[config.mk]
export PLATFORM = sky130hd
export DESIGN_NAME = ls_issue_queue_flat
export DESIGN_NICKNAME = d
export VERILOG_FILES = /design/src/rtl/ooo_pkg.sv /design/src/rtl/ls_issue_queue_if.sv /design/src/rtl/ls_issue_queue_wakeup.sv /design/src/rtl/ls_issue_queue.sv /design/src/flat_wrapper.sv
export SDC_FILE = /design/constraint.sdc
export NUM_CORES = 2
export LEC_CHECK = 0
export BUFFER_PORTS_ARGS = -buffer_cell sky130_fd_sc_hd__buf_2
export CAP_MARGIN = 10
export CORE_ASPECT_RATIO = 1.1
export CORE_MARGIN = 2
export CORE_UTILIZATION = 60
export CTS_CLUSTER_DIAMETER = 100
export CTS_CLUSTER_SIZE = 25
export DETAILED_ROUTE_END_ITERATION = 8
export PLACE_DENSITY = 0.86
export SYNTH_ARGS = -nofsm -noshare
export SYNTH_HDL_FRONTEND = slang
export SYNTH_SLANG_ARGS = --single-unit
[constraint.sdc]
create_clock -name clk -period 23 [get_ports clk]
set_clock_uncertainty 0.15 [all_clocks]
set_input_delay 3.45 -clock clk [delete_from_list [all_inputs] [get_ports clk]]
set_output_delay 3.45 -clock clk [all_outputs]
set_load 0.03 [all_outputs]
[src/rtl/ooo_pkg.sv]
// Shared out-of-order core types: load/store issue-queue entry and ROB age compare.
package ooo_pkg;

    localparam int LSIQ_DATA_WIDTH = 32;
    localparam int LSIQ_ROB_WIDTH  = 4;
    localparam int LSIQ_PREG_WIDTH = 7;

    typedef struct packed {
        logic                       valid;
        logic                       memwrite;
        logic [3:0]                 alu_op;
        logic [LSIQ_DATA_WIDTH-1:0] imm;
        logic [LSIQ_PREG_WIDTH-1:0] prs1;
        logic [LSIQ_PREG_WIDTH-1:0] prs2;
        logic                       rdy1;
        logic                       rdy2;
        logic [LSIQ_DATA_WIDTH-1:0] val1;
        logic [LSIQ_DATA_WIDTH-1:0] val2;
        logic [LSIQ_PREG_WIDTH-1:0] prd;
        logic [LSIQ_ROB_WIDTH-1:0]  rob_tag;
    } lsiq_entry_t;

    // Tags are compared on a ring: tag is younger when it lies in the half-window after ref_tag.
    function automatic logic is_younger(input logic [LSIQ_ROB_WIDTH-1:0] tag,
                                        input logic [LSIQ_ROB_WIDTH-1:0] ref_tag);
        logic [LSIQ_ROB_WIDTH-1:0] d;
        d = tag - ref_tag;
        return (d != '0) && !d[LSIQ_ROB_WIDTH-1];
    endfunction

endpackage

[src/rtl/ls_issue_queue_if.sv]
// Dispatch, CDB, branch-recovery and LSU issue signals of the load/store issue queue.
interface ls_issue_queue_if #(
    parameter int DATA_WIDTH = 32,
    parameter int ROB_WIDTH  = 4,
    parameter int PREG_WIDTH = 7
);
    logic                  i_disp_valid;
    logic                  o_disp_ready;
    logic                  i_disp_memwrite;
    logic [3:0]            i_disp_alu_op;
    logic [DATA_WIDTH-1:0] i_disp_imm;
    logic [PREG_WIDTH-1:0] i_disp_prs1;
    logic [PREG_WIDTH-1:0] i_disp_prs2;
    logic                  i_disp_rs1_rdy;
    logic                  i_disp_rs2_rdy;
    logic [DATA_WIDTH-1:0] i_disp_rs1_val;
    logic [DATA_WIDTH-1:0] i_disp_rs2_val;
    logic [PREG_WIDTH-1:0] i_disp_prd;
    logic [ROB_WIDTH-1:0]  i_disp_rob_tag;

    logic                  i_cdb_valid;
    logic [PREG_WIDTH-1:0] i_cdb_prd;
    logic [DATA_WIDTH-1:0] i_cdb_data;

    logic                  o_valid;
    logic                  i_lsu_ready;
    logic [DATA_WIDTH-1:0] o_base_addr;
    logic [DATA_WIDTH-1:0] o_offset;
    logic [DATA_WIDTH-1:0] o_store_data;
    logic                  o_memwrite;
    logic [3:0]            o_alu_op;
    logic [PREG_WIDTH-1:0] o_prd;
    logic [ROB_WIDTH-1:0]  o_rob_tag;

    logic                  branch_mispredict;
    logic [ROB_WIDTH-1:0]  branch_rob_tag;

    modport master (
        output i_disp_valid, i_disp_memwrite, i_disp_alu_op, i_disp_imm,
               i_disp_prs1, i_disp_prs2, i_disp_rs1_rdy, i_disp_rs2_rdy,
               i_disp_rs1_val, i_disp_rs2_val, i_disp_prd, i_disp_rob_tag,
               i_cdb_valid, i_cdb_prd, i_cdb_data, i_lsu_ready,
               branch_mispredict, branch_rob_tag,
        input  o_disp_ready, o_valid, o_base_addr, o_offset, o_store_data,
               o_memwrite, o_alu_op, o_prd, o_rob_tag
    );

    modport slave (
        input  i_disp_valid, i_disp_memwrite, i_disp_alu_op, i_disp_imm,
               i_disp_prs1, i_disp_prs2, i_disp_rs1_rdy, i_disp_rs2_rdy,
               i_disp_rs1_val, i_disp_rs2_val, i_disp_prd, i_disp_rob_tag,
               i_cdb_valid, i_cdb_prd, i_cdb_data, i_lsu_ready,
               branch_mispredict, branch_rob_tag,
        output o_disp_ready, o_valid, o_base_addr, o_offset, o_store_data,
               o_memwrite, o_alu_op, o_prd, o_rob_tag
    );
endinterface

[src/rtl/ls_issue_queue_wakeup.sv]
// Combinational source-operand capture: a not-ready source whose tag matches the CDB takes its value.
module lsiq_wakeup #(
    parameter int DATA_WIDTH = 32,
    parameter int PREG_WIDTH = 7
) (
    input  logic                  src_rdy,
    input  logic [DATA_WIDTH-1:0] src_val,
    input  logic [PREG_WIDTH-1:0] src_tag,
    input  logic                  cdb_valid,
    input  logic [PREG_WIDTH-1:0] cdb_prd,
    input  logic [DATA_WIDTH-1:0] cdb_data,
    output logic                  rdy_out,
    output logic [DATA_WIDTH-1:0] val_out
);
    logic hit;

    assign hit     = cdb_valid && !src_rdy && (src_tag == cdb_prd);
    assign rdy_out = src_rdy || hit;
    assign val_out = hit ? cdb_data : src_val;
endmodule

[src/rtl/ls_issue_queue.sv]
// In-order load/store issue queue: buffers memory ops, captures operands from the CDB,
// issues the oldest ready op to the LSU and squashes ops younger than a mispredicted branch.
module ls_issue_queue
    import ooo_pkg::*;
#(
    parameter int DATA_WIDTH = LSIQ_DATA_WIDTH,
    parameter int ROB_WIDTH  = LSIQ_ROB_WIDTH,
    parameter int PREG_WIDTH = LSIQ_PREG_WIDTH,
    parameter int DEPTH      = 8
) (
    input  logic              clk,
    input  logic              reset,
    ls_issue_queue_if.slave   bus
);
    localparam int PTR_W = $clog2(DEPTH);
    localparam int CNT_W = PTR_W + 1;

    logic [PTR_W-1:0] head;
    logic [PTR_W-1:0] tail;
    logic [CNT_W-1:0] count;
    lsiq_entry_t      entries [DEPTH];

    logic [DEPTH-1:0]      wk_rdy1;
    logic [DEPTH-1:0]      wk_rdy2;
    logic [DATA_WIDTH-1:0] wk_val1 [DEPTH];
    logic [DATA_WIDTH-1:0] wk_val2 [DEPTH];

    logic                  disp_rdy1;
    logic                  disp_rdy2;
    logic [DATA_WIDTH-1:0] disp_val1;
    logic [DATA_WIDTH-1:0] disp_val2;
    lsiq_entry_t           disp_entry;

    logic             head_younger;
    logic             disp_fire;
    logic             issue_fire;
    logic             flush;
    logic [DEPTH-1:0] younger;
    logic [CNT_W-1:0] n_old;

    // Stored sources snoop the CDB every cycle; only live entries latch the result.
    for (genvar g = 0; g < DEPTH; g++) begin : g_entry
        lsiq_wakeup #(.DATA_WIDTH(DATA_WIDTH), .PREG_WIDTH(PREG_WIDTH)) u_wk1 (
            .src_rdy  (entries[g].rdy1),
            .src_val  (entries[g].val1),
            .src_tag  (entries[g].prs1),
            .cdb_valid(bus.i_cdb_valid),
            .cdb_prd  (bus.i_cdb_prd),
            .cdb_data (bus.i_cdb_data),
            .rdy_out  (wk_rdy1[g]),
            .val_out  (wk_val1[g])
        );
        lsiq_wakeup #(.DATA_WIDTH(DATA_WIDTH), .PREG_WIDTH(PREG_WIDTH)) u_wk2 (
            .src_rdy  (entries[g].rdy2),
            .src_val  (entries[g].val2),
            .src_tag  (entries[g].prs2),
            .cdb_valid(bus.i_cdb_valid),
            .cdb_prd  (bus.i_cdb_prd),
            .cdb_data (bus.i_cdb_data),
            .rdy_out  (wk_rdy2[g]),
            .val_out  (wk_val2[g])
        );
    end

    // Same compare on the incoming op gives the dispatch-cycle bypass; loads never wait on rs2.
    lsiq_wakeup #(.DATA_WIDTH(DATA_WIDTH), .PREG_WIDTH(PREG_WIDTH)) u_disp_wk1 (
        .src_rdy  (bus.i_disp_rs1_rdy),
        .src_val  (bus.i_disp_rs1_val),
        .src_tag  (bus.i_disp_prs1),
        .cdb_valid(bus.i_cdb_valid),
        .cdb_prd  (bus.i_cdb_prd),
        .cdb_data (bus.i_cdb_data),
        .rdy_out  (disp_rdy1),
        .val_out  (disp_val1)
    );
    lsiq_wakeup #(.DATA_WIDTH(DATA_WIDTH), .PREG_WIDTH(PREG_WIDTH)) u_disp_wk2 (
        .src_rdy  (bus.i_disp_rs2_rdy || !bus.i_disp_memwrite),
        .src_val  (bus.i_disp_rs2_val),
        .src_tag  (bus.i_disp_prs2),
        .cdb_valid(bus.i_cdb_valid),
        .cdb_prd  (bus.i_cdb_prd),
        .cdb_data (bus.i_cdb_data),
        .rdy_out  (disp_rdy2),
        .val_out  (disp_val2)
    );

    always_comb begin
        disp_entry          = '0;
        disp_entry.valid    = 1'b1;
        disp_entry.memwrite = bus.i_disp_memwrite;
        disp_entry.alu_op   = bus.i_disp_alu_op;
        disp_entry.imm      = bus.i_disp_imm;
        disp_entry.prs1     = bus.i_disp_prs1;
        disp_entry.prs2     = bus.i_disp_prs2;
        disp_entry.rdy1     = disp_rdy1;
        disp_entry.rdy2     = disp_rdy2;
        disp_entry.val1     = disp_val1;
        disp_entry.val2     = disp_val2;
        disp_entry.prd      = bus.i_disp_prd;
        disp_entry.rob_tag  = bus.i_disp_rob_tag;
    end

    // Younger entries sit contiguously at the tail, so the survivors are simply the older ones.
    // NOTE: every always_comb output gets a default first so no path leaves it unassigned (no latch).
    always_comb begin
        younger = '0;
        n_old   = '0;
        for (int i = 0; i < DEPTH; i++) begin
            if (entries[i].valid) begin
                if (is_younger(entries[i].rob_tag, bus.branch_rob_tag))
                    younger[i] = 1'b1;
                else
                    n_old = n_old + CNT_W'(1);
            end
        end
    end

    assign head_younger     = is_younger(entries[head].rob_tag, bus.branch_rob_tag);
    assign flush            = bus.branch_mispredict;
    assign bus.o_disp_ready = (count < CNT_W'(DEPTH));
    assign bus.o_valid      = (count != '0) && entries[head].rdy1 && entries[head].rdy2 &&
                              !(flush && head_younger);
    assign disp_fire        = bus.i_disp_valid && bus.o_disp_ready;
    assign issue_fire       = bus.o_valid && bus.i_lsu_ready;

    assign bus.o_base_addr  = entries[head].val1;
    assign bus.o_offset     = entries[head].imm;
    assign bus.o_store_data = entries[head].val2;
    assign bus.o_memwrite   = entries[head].memwrite;
    assign bus.o_alu_op     = entries[head].alu_op;
    assign bus.o_prd        = entries[head].prd;
    assign bus.o_rob_tag    = entries[head].rob_tag;

    // NOTE: sequential state uses non-blocking assignments only, so later writes in this
    // block (dispatch, issue, flush) override earlier ones on the same entry without ordering hazards.
    always_ff @(posedge clk) begin
        if (reset) begin
            head  <= '0;
            tail  <= '0;
            count <= '0;
            // NOTE: the entry array is reset as a whole so the head-driven outputs read zero after reset.
            for (int i = 0; i < DEPTH; i++) entries[i] <= '0;
        end else begin
            for (int i = 0; i < DEPTH; i++) begin
                if (entries[i].valid) begin
                    entries[i].rdy1 <= wk_rdy1[i];
                    entries[i].val1 <= wk_val1[i];
                    entries[i].rdy2 <= wk_rdy2[i];
                    entries[i].val2 <= wk_val2[i];
                end
            end

            if (flush) begin
                for (int i = 0; i < DEPTH; i++) begin
                    if (younger[i]) entries[i].valid <= 1'b0;
                end
                tail  <= head + n_old[PTR_W-1:0];
                count <= n_old - CNT_W'(issue_fire);
            end else begin
                if (disp_fire) begin
                    entries[tail] <= disp_entry;
                    tail          <= tail + PTR_W'(1);
                end
                count <= count + CNT_W'(disp_fire) - CNT_W'(issue_fire);
            end

            if (issue_fire) begin
                entries[head].valid <= 1'b0;
                head                <= head + PTR_W'(1);
            end
        end
    end
endmodule

[src/flat_wrapper.sv]
// flat-port wrapper written by rule: the top's interface ports become plain ports
module ls_issue_queue_flat import ooo_pkg::*;
#(
    parameter int DATA_WIDTH = LSIQ_DATA_WIDTH,
    parameter int ROB_WIDTH  = LSIQ_ROB_WIDTH,
    parameter int PREG_WIDTH = LSIQ_PREG_WIDTH,
    parameter int DEPTH      = 8
)
  (clk, reset, bus_i_disp_valid, bus_i_disp_memwrite, bus_i_disp_alu_op, bus_i_disp_imm, bus_i_disp_prs1, bus_i_disp_prs2, bus_i_disp_rs1_rdy, bus_i_disp_rs2_rdy, bus_i_disp_rs1_val, bus_i_disp_rs2_val, bus_i_disp_prd, bus_i_disp_rob_tag, bus_i_cdb_valid, bus_i_cdb_prd, bus_i_cdb_data, bus_i_lsu_ready, bus_branch_mispredict, bus_branch_rob_tag, bus_o_disp_ready, bus_o_valid, bus_o_base_addr, bus_o_offset, bus_o_store_data, bus_o_memwrite, bus_o_alu_op, bus_o_prd, bus_o_rob_tag);
  ls_issue_queue_if #(.DATA_WIDTH(DATA_WIDTH), .ROB_WIDTH(ROB_WIDTH), .PREG_WIDTH(PREG_WIDTH)) bus_i ();
  input  logic clk;
  input  logic reset;
  input wire logic [$bits(bus_i.i_disp_valid)-1:0] bus_i_disp_valid;
  input wire logic [$bits(bus_i.i_disp_memwrite)-1:0] bus_i_disp_memwrite;
  input wire logic [$bits(bus_i.i_disp_alu_op)-1:0] bus_i_disp_alu_op;
  input wire logic [$bits(bus_i.i_disp_imm)-1:0] bus_i_disp_imm;
  input wire logic [$bits(bus_i.i_disp_prs1)-1:0] bus_i_disp_prs1;
  input wire logic [$bits(bus_i.i_disp_prs2)-1:0] bus_i_disp_prs2;
  input wire logic [$bits(bus_i.i_disp_rs1_rdy)-1:0] bus_i_disp_rs1_rdy;
  input wire logic [$bits(bus_i.i_disp_rs2_rdy)-1:0] bus_i_disp_rs2_rdy;
  input wire logic [$bits(bus_i.i_disp_rs1_val)-1:0] bus_i_disp_rs1_val;
  input wire logic [$bits(bus_i.i_disp_rs2_val)-1:0] bus_i_disp_rs2_val;
  input wire logic [$bits(bus_i.i_disp_prd)-1:0] bus_i_disp_prd;
  input wire logic [$bits(bus_i.i_disp_rob_tag)-1:0] bus_i_disp_rob_tag;
  input wire logic [$bits(bus_i.i_cdb_valid)-1:0] bus_i_cdb_valid;
  input wire logic [$bits(bus_i.i_cdb_prd)-1:0] bus_i_cdb_prd;
  input wire logic [$bits(bus_i.i_cdb_data)-1:0] bus_i_cdb_data;
  input wire logic [$bits(bus_i.i_lsu_ready)-1:0] bus_i_lsu_ready;
  input wire logic [$bits(bus_i.branch_mispredict)-1:0] bus_branch_mispredict;
  input wire logic [$bits(bus_i.branch_rob_tag)-1:0] bus_branch_rob_tag;
  output wire logic [$bits(bus_i.o_disp_ready)-1:0] bus_o_disp_ready;
  output wire logic [$bits(bus_i.o_valid)-1:0] bus_o_valid;
  output wire logic [$bits(bus_i.o_base_addr)-1:0] bus_o_base_addr;
  output wire logic [$bits(bus_i.o_offset)-1:0] bus_o_offset;
  output wire logic [$bits(bus_i.o_store_data)-1:0] bus_o_store_data;
  output wire logic [$bits(bus_i.o_memwrite)-1:0] bus_o_memwrite;
  output wire logic [$bits(bus_i.o_alu_op)-1:0] bus_o_alu_op;
  output wire logic [$bits(bus_i.o_prd)-1:0] bus_o_prd;
  output wire logic [$bits(bus_i.o_rob_tag)-1:0] bus_o_rob_tag;
  assign bus_i.i_disp_valid = bus_i_disp_valid;
  assign bus_i.i_disp_memwrite = bus_i_disp_memwrite;
  assign bus_i.i_disp_alu_op = bus_i_disp_alu_op;
  assign bus_i.i_disp_imm = bus_i_disp_imm;
  assign bus_i.i_disp_prs1 = bus_i_disp_prs1;
  assign bus_i.i_disp_prs2 = bus_i_disp_prs2;
  assign bus_i.i_disp_rs1_rdy = bus_i_disp_rs1_rdy;
  assign bus_i.i_disp_rs2_rdy = bus_i_disp_rs2_rdy;
  assign bus_i.i_disp_rs1_val = bus_i_disp_rs1_val;
  assign bus_i.i_disp_rs2_val = bus_i_disp_rs2_val;
  assign bus_i.i_disp_prd = bus_i_disp_prd;
  assign bus_i.i_disp_rob_tag = bus_i_disp_rob_tag;
  assign bus_i.i_cdb_valid = bus_i_cdb_valid;
  assign bus_i.i_cdb_prd = bus_i_cdb_prd;
  assign bus_i.i_cdb_data = bus_i_cdb_data;
  assign bus_i.i_lsu_ready = bus_i_lsu_ready;
  assign bus_i.branch_mispredict = bus_branch_mispredict;
  assign bus_i.branch_rob_tag = bus_branch_rob_tag;
  assign bus_o_disp_ready = bus_i.o_disp_ready;
  assign bus_o_valid = bus_i.o_valid;
  assign bus_o_base_addr = bus_i.o_base_addr;
  assign bus_o_offset = bus_i.o_offset;
  assign bus_o_store_data = bus_i.o_store_data;
  assign bus_o_memwrite = bus_i.o_memwrite;
  assign bus_o_alu_op = bus_i.o_alu_op;
  assign bus_o_prd = bus_i.o_prd;
  assign bus_o_rob_tag = bus_i.o_rob_tag;
  ls_issue_queue #(.DATA_WIDTH(DATA_WIDTH), .ROB_WIDTH(ROB_WIDTH), .PREG_WIDTH(PREG_WIDTH), .DEPTH(DEPTH)) u_core (.clk(clk), .reset(reset), .bus(bus_i));
endmodule
==> impl_metrics.csv <==
group,metric,value,unit
placement,post-place-ws,11.70,ns
clock_network,hold_buffers,0,
clock_network,post_cts_buffers,0,
floorplan,num_rows,112,
sta,rsz0062_at_grt,"no",
sta,drv_slew,0,
clock_network,clk_pin_slew,0.10,ns
clock_network,cts.sinks,1045,
worst_setup_path,critical_path_arrival,11.17,ns
worst_setup_path,cp-end-kind,"register",
worst_setup_path,crit_type,"primary input to register",
clock_network,cts_tree,"done",
placement,place.gp.congestion,0.892,
clock_network,root_buffer,"clkbuf_16",
detailed_routing,viasPerCell,7.08,
floorplan,ios,291,
detailed_routing,drtPass1Iterations,8,
power,power_leakage,19.9,nW
detailed_routing,antenna_left,0,
sta,period_share,46.5,%
logic_synthesis,avgSynthCellArea,14.9,um^2
floorplan,die_x,284,um
sta,post-route-min-period,10.70,ns
floorplan,die_h,312,um
logic_synthesis,synth-edff-count,1024,
logic_synthesis,synthArstFlopShare,0,%
logic_synthesis,synth_top_cell_area_share,59.5,%
logic_synthesis,yosys.cell_count.top_type,"edfxtp_1",
logic_synthesis,yosys_most_used_dff,"edfxtp_1",
hold_path,hold_path.class,"register to register",
floorplan,die_area,88500,um^2
job,drv_cap,0,
logic_synthesis,synth_fp_nets,3708,
layout,drive_gt1_share,23.5,%
sta,setup_viol,0,
floorplan,start_util,60.8,%
run_status,outcome,"finished, final reports clean",
logic_synthesis,ys_ff_latch,1045,
grt,grt_pass1_wl,211,mm
sta,finalSetupTns,0,ns
clock_network,post_cts_resized,0,
clock_network,numCtsBuffers,48,
logic_synthesis,yosysSeqAreaShare,60.3,%
logic_synthesis,synth_commonest_cells,"1024 x edfxtp_1, 512 x a22o_1, 502 x and2_1, 254 x clkbuf_1, 225 x mux4_2",
grt,track_usage,32.3,%
worst_setup_path,cp-start-kind,"primary input",
sta,final-hold-violation-count,0,
power,ir_drop,0.0000622,V
grt,grt_max_degree,111,
grt,overflow,0,
clock_network,clock_latency,0.67,ns
worst_setup_path,crit_top_cell,"ha_1",
worst_setup_path,crit_path_max_fanout,12,
worst_setup_path,crit_slowest_cell,"or4_1",
power,p_per_area,65.1,nW/um^2
placement,io_buffers,290,
floorplan,coreArea,85100,um^2
sta,tightest_slew,1.29,ns
detailed_routing,vias,33115,
worst_setup_path,worst_ep_required_time,23.47,ns
sta,setup_ws,12.30,ns
grt,antenna_found_initial,34,
sta,fmax,93.5,MHz
grt,grt_pass1_vias,33116,
logic_synthesis,synth_cell_types,70,
logic_synthesis,netlist_area,51700,um^2
layout,area_growth,7.24,%
worst_setup_path,cpPeakStageDelay,0.58,ns
clock_network,cts_htree_levels,2,
detailed_routing,drt-wirelength-per-cell,31.2,um
sta,max_slew_margin,14.0,%
layout,nets,3731,
detailed_routing,drt-total-wl,146,mm
logic_synthesis,synth_cells,3476,
logic_synthesis,synth_area_leaders,"edfxtp_1 59%, mux4_2 9.8%, a22o_1 8.7%, and2_1 6.1%, mux2_2 2.5%",
logic_synthesis,synth_top_area_cell,"edfxtp_1",
logic_synthesis,yosysWarnings,0,
placement,dp_hpwl,80.8,mm
detailed_routing,drc,0,
detailed_routing,drt_iter0_drc,4997,
clock_network,ctsLongestPathBuffers,3,
layer usage:
layer  vias up  share of wire, %  track usage, %
met2      2696                48            52.3
met1     16381                33            40.3
met3       502                14            8.63
li1      13500                 -               -
met5         -              0.17           0.652
met4        36               5.0            16.0
kinds of logic after synthesis:
group / synth area share (%)
AOI/OAI and AO/OA: 10.8
xor gates and xnor gates: 3.12
adders and majority gates: 1.51
buffers and inverters: 3.06
DFF: 60.3
muxes: 12.4
and+or+nand+nor: 8.80
registers in the layout, indices dropped and copies added (netlist names), named ones only:
signal	cells
u_core.entries	1032
u_core.head	3
u_core.count	4
u_core.tail	3
per-stage QoR:
| stage | total power [mW] | hold WS (ns) | cell area [um^2] | std cells | util, % |
|---|---|---|---|---|---|
| floorplan | 2.51 | 0.363 | 51700 | 3476 | - |
| global placement | 2.64 | 0.412 | 54000 | 4589 | 63.5 |
| detailed placement | 2.65 | 0.423 | 54000 | 4589 | 63.5 |
| CTS | 3.59 | 0.439 | 55400 | 4656 | 65.1 |
| global route | 3.68 | 0.495 | 55400 | 4671 | 65.1 |
| finish | 3.61 | 0.456 | 55400 | 4677 | 65.2 |
layout by cell type (no fill, tap or decap), drive strengths merged, types with 52 or more instances in the layout:
cell type / netlist / routed
buf: 121 / 348
a22o: 512 / 512
and2: 502 / 502
edfxtp: 1024 / 1024
xnor2: 120 / 120
mux2: 114 / 114
mux4: 225 / 225
nand2: 52 / 52
clkbuf: 254 / 60
xor2: 54 / 54
power by group:
group	internal, mW	leakage [nW]	switching [mW]
Sequential	2.18	10.7	0.0325
Combinational	0.141	8.51	0.263
Clock	0.397	0.656	0.590
Total	2.72	19.9	0.886
area by class of cell:
cell class                 count  area, um^2
timing repair buffer         348        1900
tap                         1140        1430
sequential                  1045       31200
clock buffer                  60        1270
fill                        5798       29600
clock inverter                 7        78.8
inverter                      42         158
antenna                       21        52.6
multi-input combinational   2014       19400
worst paths after layout:
path	to	cells past startpoint	slack, ns	from
setup / recovery	u_core.count[3]	36	12.30	bus_branch_rob_tag[1]
hold reg to reg	register	2	0.46	u_core.head[1]
setup reg to reg	u_core.count[3]	37	15.13	u_core.entries[0][0]
hold / removal	register	2	0.46	u_core.head[1]
critical path: cells and delay by family:
family	cells	cell delay, ns
xor gates and xnor gates	3	0.44
buffers and inverters	4	0.75
adders and majority gates	6	1.96
AOI/OAI and AO/OA	7	1.59
muxes	1	0.30
and+or+nand+nor	15	2.64
(Power assumes the default switching activity.)
